[config.mk]
export PLATFORM = sky130hd
export DESIGN_NAME = fc_mac_sequencer_flat
export DESIGN_NICKNAME = d
export VERILOG_FILES = /design/src/rtl/fc_mac_sequencer_if.sv /design/src/rtl/fc_mac_sequencer.sv /design/src/flat_wrapper.sv
export SDC_FILE = /design/constraint.sdc
export NUM_CORES = 2
export LEC_CHECK = 0
export ABC_AREA = 1
export BUFFER_PORTS_ARGS = -buffer_cell sky130_fd_sc_hd__buf_2
export CAP_MARGIN = 25
export CORE_ASPECT_RATIO = 0.9
export CORE_MARGIN = 5
export CORE_UTILIZATION = 60
export CTS_CLUSTER_DIAMETER = 60
export CTS_CLUSTER_SIZE = 25
export DETAILED_ROUTE_END_ITERATION = 16
export GPL_TIMING_DRIVEN = 0
export PLACE_DENSITY = 0.77
export SYNTH_ARGS = -nofsm -noshare
export SYNTH_HDL_FRONTEND = slang
export SYNTH_SLANG_ARGS = --single-unit
[constraint.sdc]
create_clock -name clk -period 7.9 [get_ports clk]
set_input_delay 1.185 -clock clk [delete_from_list [all_inputs] [get_ports clk]]
set_output_delay 1.185 -clock clk [all_outputs]
set_load 0.005 [all_outputs]
[src/rtl/fc_mac_sequencer_if.sv]
// Bus bundle between the FC-layer MAC sequencer and its environment:
// kick/status, feature and weight memory read ports, output memory write port.
interface fc_mac_sequencer_if #(
  parameter int BITWIDTH = 32,
  parameter int N_IN     = 10,
  parameter int N_OUT    = 10
);
  localparam int FA_W = $clog2(N_IN);
  localparam int WA_W = $clog2(N_IN * N_OUT);
  localparam int OA_W = $clog2(N_OUT);

  logic                start;
  logic                busy;
  logic                done;
  logic [FA_W-1:0]     feat_addr;
  logic [BITWIDTH-1:0] feat_rdata;
  logic [WA_W-1:0]     wgt_addr;
  logic [BITWIDTH-1:0] wgt_rdata;
  logic                out_we;
  logic [OA_W-1:0]     out_addr;
  logic [BITWIDTH-1:0] out_wdata;

  // Sequencer side
  modport master (
    input  start, feat_rdata, wgt_rdata,
    output busy, done, feat_addr, wgt_addr, out_we, out_addr, out_wdata
  );

  // Top-level sequencer and memories side
  modport slave (
    output start, feat_rdata, wgt_rdata,
    input  busy, done, feat_addr, wgt_addr, out_we, out_addr, out_wdata
  );
endinterface

[src/rtl/fc_mac_sequencer.sv]
// Time-multiplexed 10x10 fully-connected layer: one signed MAC walks the
// connect matrix row by row, reading features/weights from synchronous-read
// memories and writing each Q16-scaled row sum to the output memory.
module fc_mac_sequencer #(
  parameter int BITWIDTH = 32,
  parameter int N_IN     = 10,
  parameter int N_OUT    = 10,
  parameter int SHIFT    = 16
) (
  input logic clk,
  input logic rst,
  fc_mac_sequencer_if.master bus
);
  localparam int FA_W = $clog2(N_IN);
  localparam int WA_W = $clog2(N_IN * N_OUT);
  localparam int OA_W = $clog2(N_OUT);
  localparam int AW   = 2 * BITWIDTH;

  localparam logic [FA_W-1:0] COL_LAST = FA_W'(N_IN - 1);
  localparam logic [OA_W-1:0] ROW_LAST = OA_W'(N_OUT - 1);

  typedef enum logic [2:0] {
    S_IDLE,
    S_ISSUE,
    S_DRAIN,
    S_WRITE,
    S_DONE
  } state_t;

  state_t                state;
  logic [FA_W-1:0]       col;
  logic [OA_W-1:0]       row;
  logic signed [AW-1:0]  acc;
  logic signed [AW-1:0]  prod;
  logic signed [AW-1:0]  sum;

  // Full-width signed product of the words returned for last cycle's address
  always_comb begin
    prod = '0;
    sum  = '0;
    prod = $signed(bus.feat_rdata) * $signed(bus.wgt_rdata);
    sum  = acc + prod;
  end

  // Sequencer FSM; every output is registered so it lines up with the state
  // it belongs to (addresses issued in ISSUE, data returns one cycle later,
  // hence the extra DRAIN cycle for the last product of each row).
  always_ff @(posedge clk or posedge rst) begin
    if (rst) begin
      state         <= S_IDLE;
      col           <= '0;
      row           <= '0;
      acc           <= '0;
      bus.busy      <= 1'b0;
      bus.done      <= 1'b0;
      bus.feat_addr <= '0;
      bus.wgt_addr  <= '0;
      bus.out_we    <= 1'b0;
      bus.out_addr  <= '0;
      bus.out_wdata <= '0;
    end else begin
      case (state)
        S_IDLE: begin
          if (bus.start) begin
            state         <= S_ISSUE;
            col           <= '0;
            row           <= '0;
            bus.busy      <= 1'b1;
            bus.feat_addr <= '0;
            bus.wgt_addr  <= '0;
          end
        end

        S_ISSUE: begin
          // First ISSUE cycle of a row: nothing valid on rdata yet, clear sum
          if (col == '0) acc <= '0;
          else           acc <= sum;
          if (col == COL_LAST) begin
            state <= S_DRAIN;
          end else begin
            col           <= col + 1'b1;
            bus.feat_addr <= col + 1'b1;
            bus.wgt_addr  <= bus.wgt_addr + 1'b1;
          end
        end

        S_DRAIN: begin
          acc           <= sum;
          state         <= S_WRITE;
          bus.out_we    <= 1'b1;
          bus.out_addr  <= row;
          bus.out_wdata <= sum[SHIFT +: BITWIDTH];
        end

        S_WRITE: begin
          bus.out_we <= 1'b0;
          if (row != ROW_LAST) begin
            state         <= S_ISSUE;
            row           <= row + 1'b1;
            col           <= '0;
            bus.feat_addr <= '0;
            // Row-major layout: next row starts right after this row's last
            bus.wgt_addr  <= bus.wgt_addr + 1'b1;
          end else begin
            state         <= S_DONE;
            bus.busy      <= 1'b0;
            bus.done      <= 1'b1;
            bus.feat_addr <= '0;
            bus.wgt_addr  <= '0;
          end
        end

        S_DONE: begin
          bus.done <= 1'b0;
          state    <= S_IDLE;
        end

        default: begin
          state <= S_IDLE;
        end
      endcase
    end
  end
endmodule

[src/flat_wrapper.sv]
// flat-port wrapper written by rule: the top's interface ports become plain ports
module fc_mac_sequencer_flat 
#(
  parameter int BITWIDTH = 32,
  parameter int N_IN     = 10,
  parameter int N_OUT    = 10,
  parameter int SHIFT    = 16
)
  (clk, rst, bus_start, bus_feat_rdata, bus_wgt_rdata, bus_busy, bus_done, bus_feat_addr, bus_wgt_addr, bus_out_we, bus_out_addr, bus_out_wdata);
  fc_mac_sequencer_if #(.BITWIDTH(BITWIDTH), .N_IN(N_IN), .N_OUT(N_OUT)) bus_i ();
  input logic clk;
  input logic rst;
  input wire logic [$bits(bus_i.start)-1:0] bus_start;
  input wire logic [$bits(bus_i.feat_rdata)-1:0] bus_feat_rdata;
  input wire logic [$bits(bus_i.wgt_rdata)-1:0] bus_wgt_rdata;
  output wire logic [$bits(bus_i.busy)-1:0] bus_busy;
  output wire logic [$bits(bus_i.done)-1:0] bus_done;
  output wire logic [$bits(bus_i.feat_addr)-1:0] bus_feat_addr;
  output wire logic [$bits(bus_i.wgt_addr)-1:0] bus_wgt_addr;
  output wire logic [$bits(bus_i.out_we)-1:0] bus_out_we;
  output wire logic [$bits(bus_i.out_addr)-1:0] bus_out_addr;
  output wire logic [$bits(bus_i.out_wdata)-1:0] bus_out_wdata;
  assign bus_i.start = bus_start;
  assign bus_i.feat_rdata = bus_feat_rdata;
  assign bus_i.wgt_rdata = bus_wgt_rdata;
  assign bus_busy = bus_i.busy;
  assign bus_done = bus_i.done;
  assign bus_feat_addr = bus_i.feat_addr;
  assign bus_wgt_addr = bus_i.wgt_addr;
  assign bus_out_we = bus_i.out_we;
  assign bus_out_addr = bus_i.out_addr;
  assign bus_out_wdata = bus_i.out_wdata;
  fc_mac_sequencer #(.BITWIDTH(BITWIDTH), .N_IN(N_IN), .N_OUT(N_OUT), .SHIFT(SHIFT)) u_core (.clk(clk), .rst(rst), .bus(bus_i));
endmodule
==> results.md <==
* Dominant synthesized flop cell: dfrtp_1
* Post-DP Area at 38400 sq um
* Synth area leaders: fa_1 (49%), inv_1 (15%), nand2_1 (12%)
* Flops & latches, synth at 109
* Worst R2R Path Depth at 27
* Vias post-DR at 30500
* Critical path capture point type: register
* Site Rows at 86
* Yosys top cell area share at 49.1%
* Hold path depth at 2
* Most frequent cell after synthesis: inv_1
* FF-to-FF End: u_core.acc[46]
* Starting DRT DRC Count at between 3000 and 4000
* Post-synth EDFFs at 0
* Total wire length at 121 mm
* Req. time, crit path at a little over 8 ns
* CP Launch Point: bus_feat_rdata[9]
* Hold Slack at roughly 0.48 ns
* Gate Count Post-Synth at 4540
* Fin crit share at between 90% and 100%
* Avg Cell Area, Syn at 8.12 sq um
* Post-route ant nets at 0
* Reg2reg start: u_core.acc[18]
* RSZ-0062 raised after global routing: true
* Mapped Nets at 5701
* Num CTS Buffers at 9
* Routed WL per cell at ~22 um
* Setup crit start kind: primary input
* Final Instance Area at 39800 sq um
* Cells after DPL at 5432
* Post-synth top cells: inv_1 (1440), nand2_1 (1186), fa_1 (904)
* Num ports at 117
* WP data arrival at 8.09 ns
* Max-capacitance violation count at 0
* Netlist cell types at 58
* Num Clock Sinks at 109
* CP Max Fanout at 10
* Max H-tree Level at 3
* Initial antenna violation count at 0
* Status: completed
* Nets at 5818
* Hold Vio Cnt, Final at 0
* Via/cell ratio at 5.59
* Synth area leader: fa_1
* Post-synth ARST share at 100%
* Die X-Extent at 271 um
* Final setup margin at just over 0.05 ns
* Worst-path clk slew at about 0.080 ns
* HPWL Detailed at ~110 mm
* Number of diodes at 0
* CTS tree: done
* Root buffer cell: clkbuf_16
* Area occupied by multi-input gates at 28400 sq um
* Setup slack at placement at -1.45 ns
* Gr ovfl total at 0
* Final setup vio count at 0
* Clk_skew at between 0.015 and 0.02 ns
* Ys Warns at 0
* Least-Margin Pin Slew at 0.907 ns
* Number of remaining DRC errors at 0
* Fmax at between 100 and 150 MHz
* Largest net degree at the start of global routing at 68
* Final min period at 7.85 ns
* Crit Path Class: primary input to register
* Seq/Total Area, Yosys at 7.40%
* Vias in the first global route at 31200
* Reg2Reg Setup Slack at ~1.1 ns
* Post-route insts no fill at 5454
* Core Area at 61000 sq um
* Initial Util at between 60% and 70%
* Layout cell share with drive strength beyond 1 at around a tenth
* Register area at 2730 sq um
* Max Root-Sink Buffers at 2
* HP Start: u_core.bus.out_we
* Post-Syn Area at roughly 37000 sq um
* # port buffers at 99
* Worst skew pair latency at ~0.38 ns
* Routability cong. at between 1 and 1.5
* Height of the die at 245 um
* Fillers at 5208
* Slew headroom at 39.3%
* DRT Pass-1 Iters at 8
* Total track usage at 36.8%
* Worst hold path class: register to register
* Synthesis-to-layout area growth at 8.05%
* Hold EP: u_core.bus.out_we
* Die area at between 60000 and 70000 sq um
* First-pass GRT wire length at 184 mm
* Final Max Tran Viols at 0
==> flip-flops by register name, indices dropped and copies added (netlist names) <==
signal                cells
u_core.bus.wgt_addr       7
u_core.bus.out_addr       4
u_core.acc               48
u_core.bus.out_we         1
u_core.bus.out_wdata     32
u_core.row                4
u_core.bus.done           1
u_core.bus.feat_addr      4
u_core.state              3
u_core.bus.busy           1
u_core.col                4
==> how the worst max path moves through the flow <==
stage	endpoint	slack (ns)	cells after the start
4_1_cts	u_core.acc[40]	-0.006	26
3_5_place_dp	u_core.bus.out_wdata[31]	-1.45	30
2_1_floorplan	u_core.acc[41]	0.03	25
5_1_grt	u_core.acc[46]	-0.08	30
3_3_place_gp	u_core.bus.out_wdata[31]	-1.48	30
6_report	u_core.acc[41]	0.05	23
==> placed cells by master (no fill, tap or decap), types with 16 or more instances in the layout <==
cell type     n
a21oi_1      23
a21oi_2      22
buf_2       124
buf_4        38
buf_6        22
clkbuf_2     49
clkbuf_4     45
dfrtp_1     109
fa_1        889
ha_1        171
inv_1      1433
nand2_1    1178
nand3_1      90
nor2_1       80
nor2_2       18
o21ai_0      63
o21ai_1      16
o22ai_1      17
xor2_1       23
==> repair_timing <==
action	in CTS	in global routing
hold buffers	0	0
buffers inserted	3	10
resized for setup	202	340
pin swaps	7	13
endpoints found under the setup margin	56	45
==> critical path, stage by stage <==
cell     delay, ns
buf_2         0.17
buf_2         0.36
nand2_1       0.13
fa_1          0.55
inv_1         0.05
fa_1          0.48
fa_1          0.70
fa_1          0.51
fa_1          0.58
fa_1          0.45
fa_1          0.56
fa_1          0.43
ha_1          0.37
inv_1         0.10
o21ai_1       0.13
nor2_1        0.26
o21ai_2       0.15
a21oi_2       0.20
nand3_4       0.15
a21o_1        0.21
or2_1         0.23
nand3_1       0.08
o21ai_1       0.07
==> final cells by class <==
cell class | count | share of cell area (%)
multi-input combinational | 2788 | 71.3
inverter | 1448 | 13.7
sequential | 109 | 6.85
buffer | 188 | 3.23
tap | 792 | 2.49
timing repair buffer | 113 | 1.71
clock buffer | 11 | 0.610
clock inverter | 5 | 0.119
==> kinds of logic after synthesis <==
group | synth area share (%)
XOR/XNOR | 0.947
adder cells (fa/ha/maj) | 55.6
flip-flops | 7.40
AO/OA/AOI/OAI | 3.57
buffers and inverters | 16.9
AND/OR/NAND/NOR | 15.6
==> routing by layer <==
| metal | vias to the layer above | GRT usage [%] | share of wire [%] |
|---|---|---|---|
| met5 | - | 0 | 0 |
| met4 | 0 | 13.8 | 5.2 |
| met3 | 407 | 11.8 | 15 |
| met2 | 2069 | 56.0 | 44 |
| met1 | 15100 | 50.2 | 36 |
| li1 | 12900 | - | - |
==> metrics by stage <==
stage,util [%],TNS (ns)
5_1_grt,65.3,-0.411
2_1_floorplan,-,0
4_1_cts,64.1,-0.00674
3_3_place_gp,62.8,-60.81
3_5_place_dp,62.9,-62.41
6_report,65.3,0
Power is left out: the tool's default activity adds up to more than one toggle a clock period on the data nets, which glitch-free logic cannot reach.
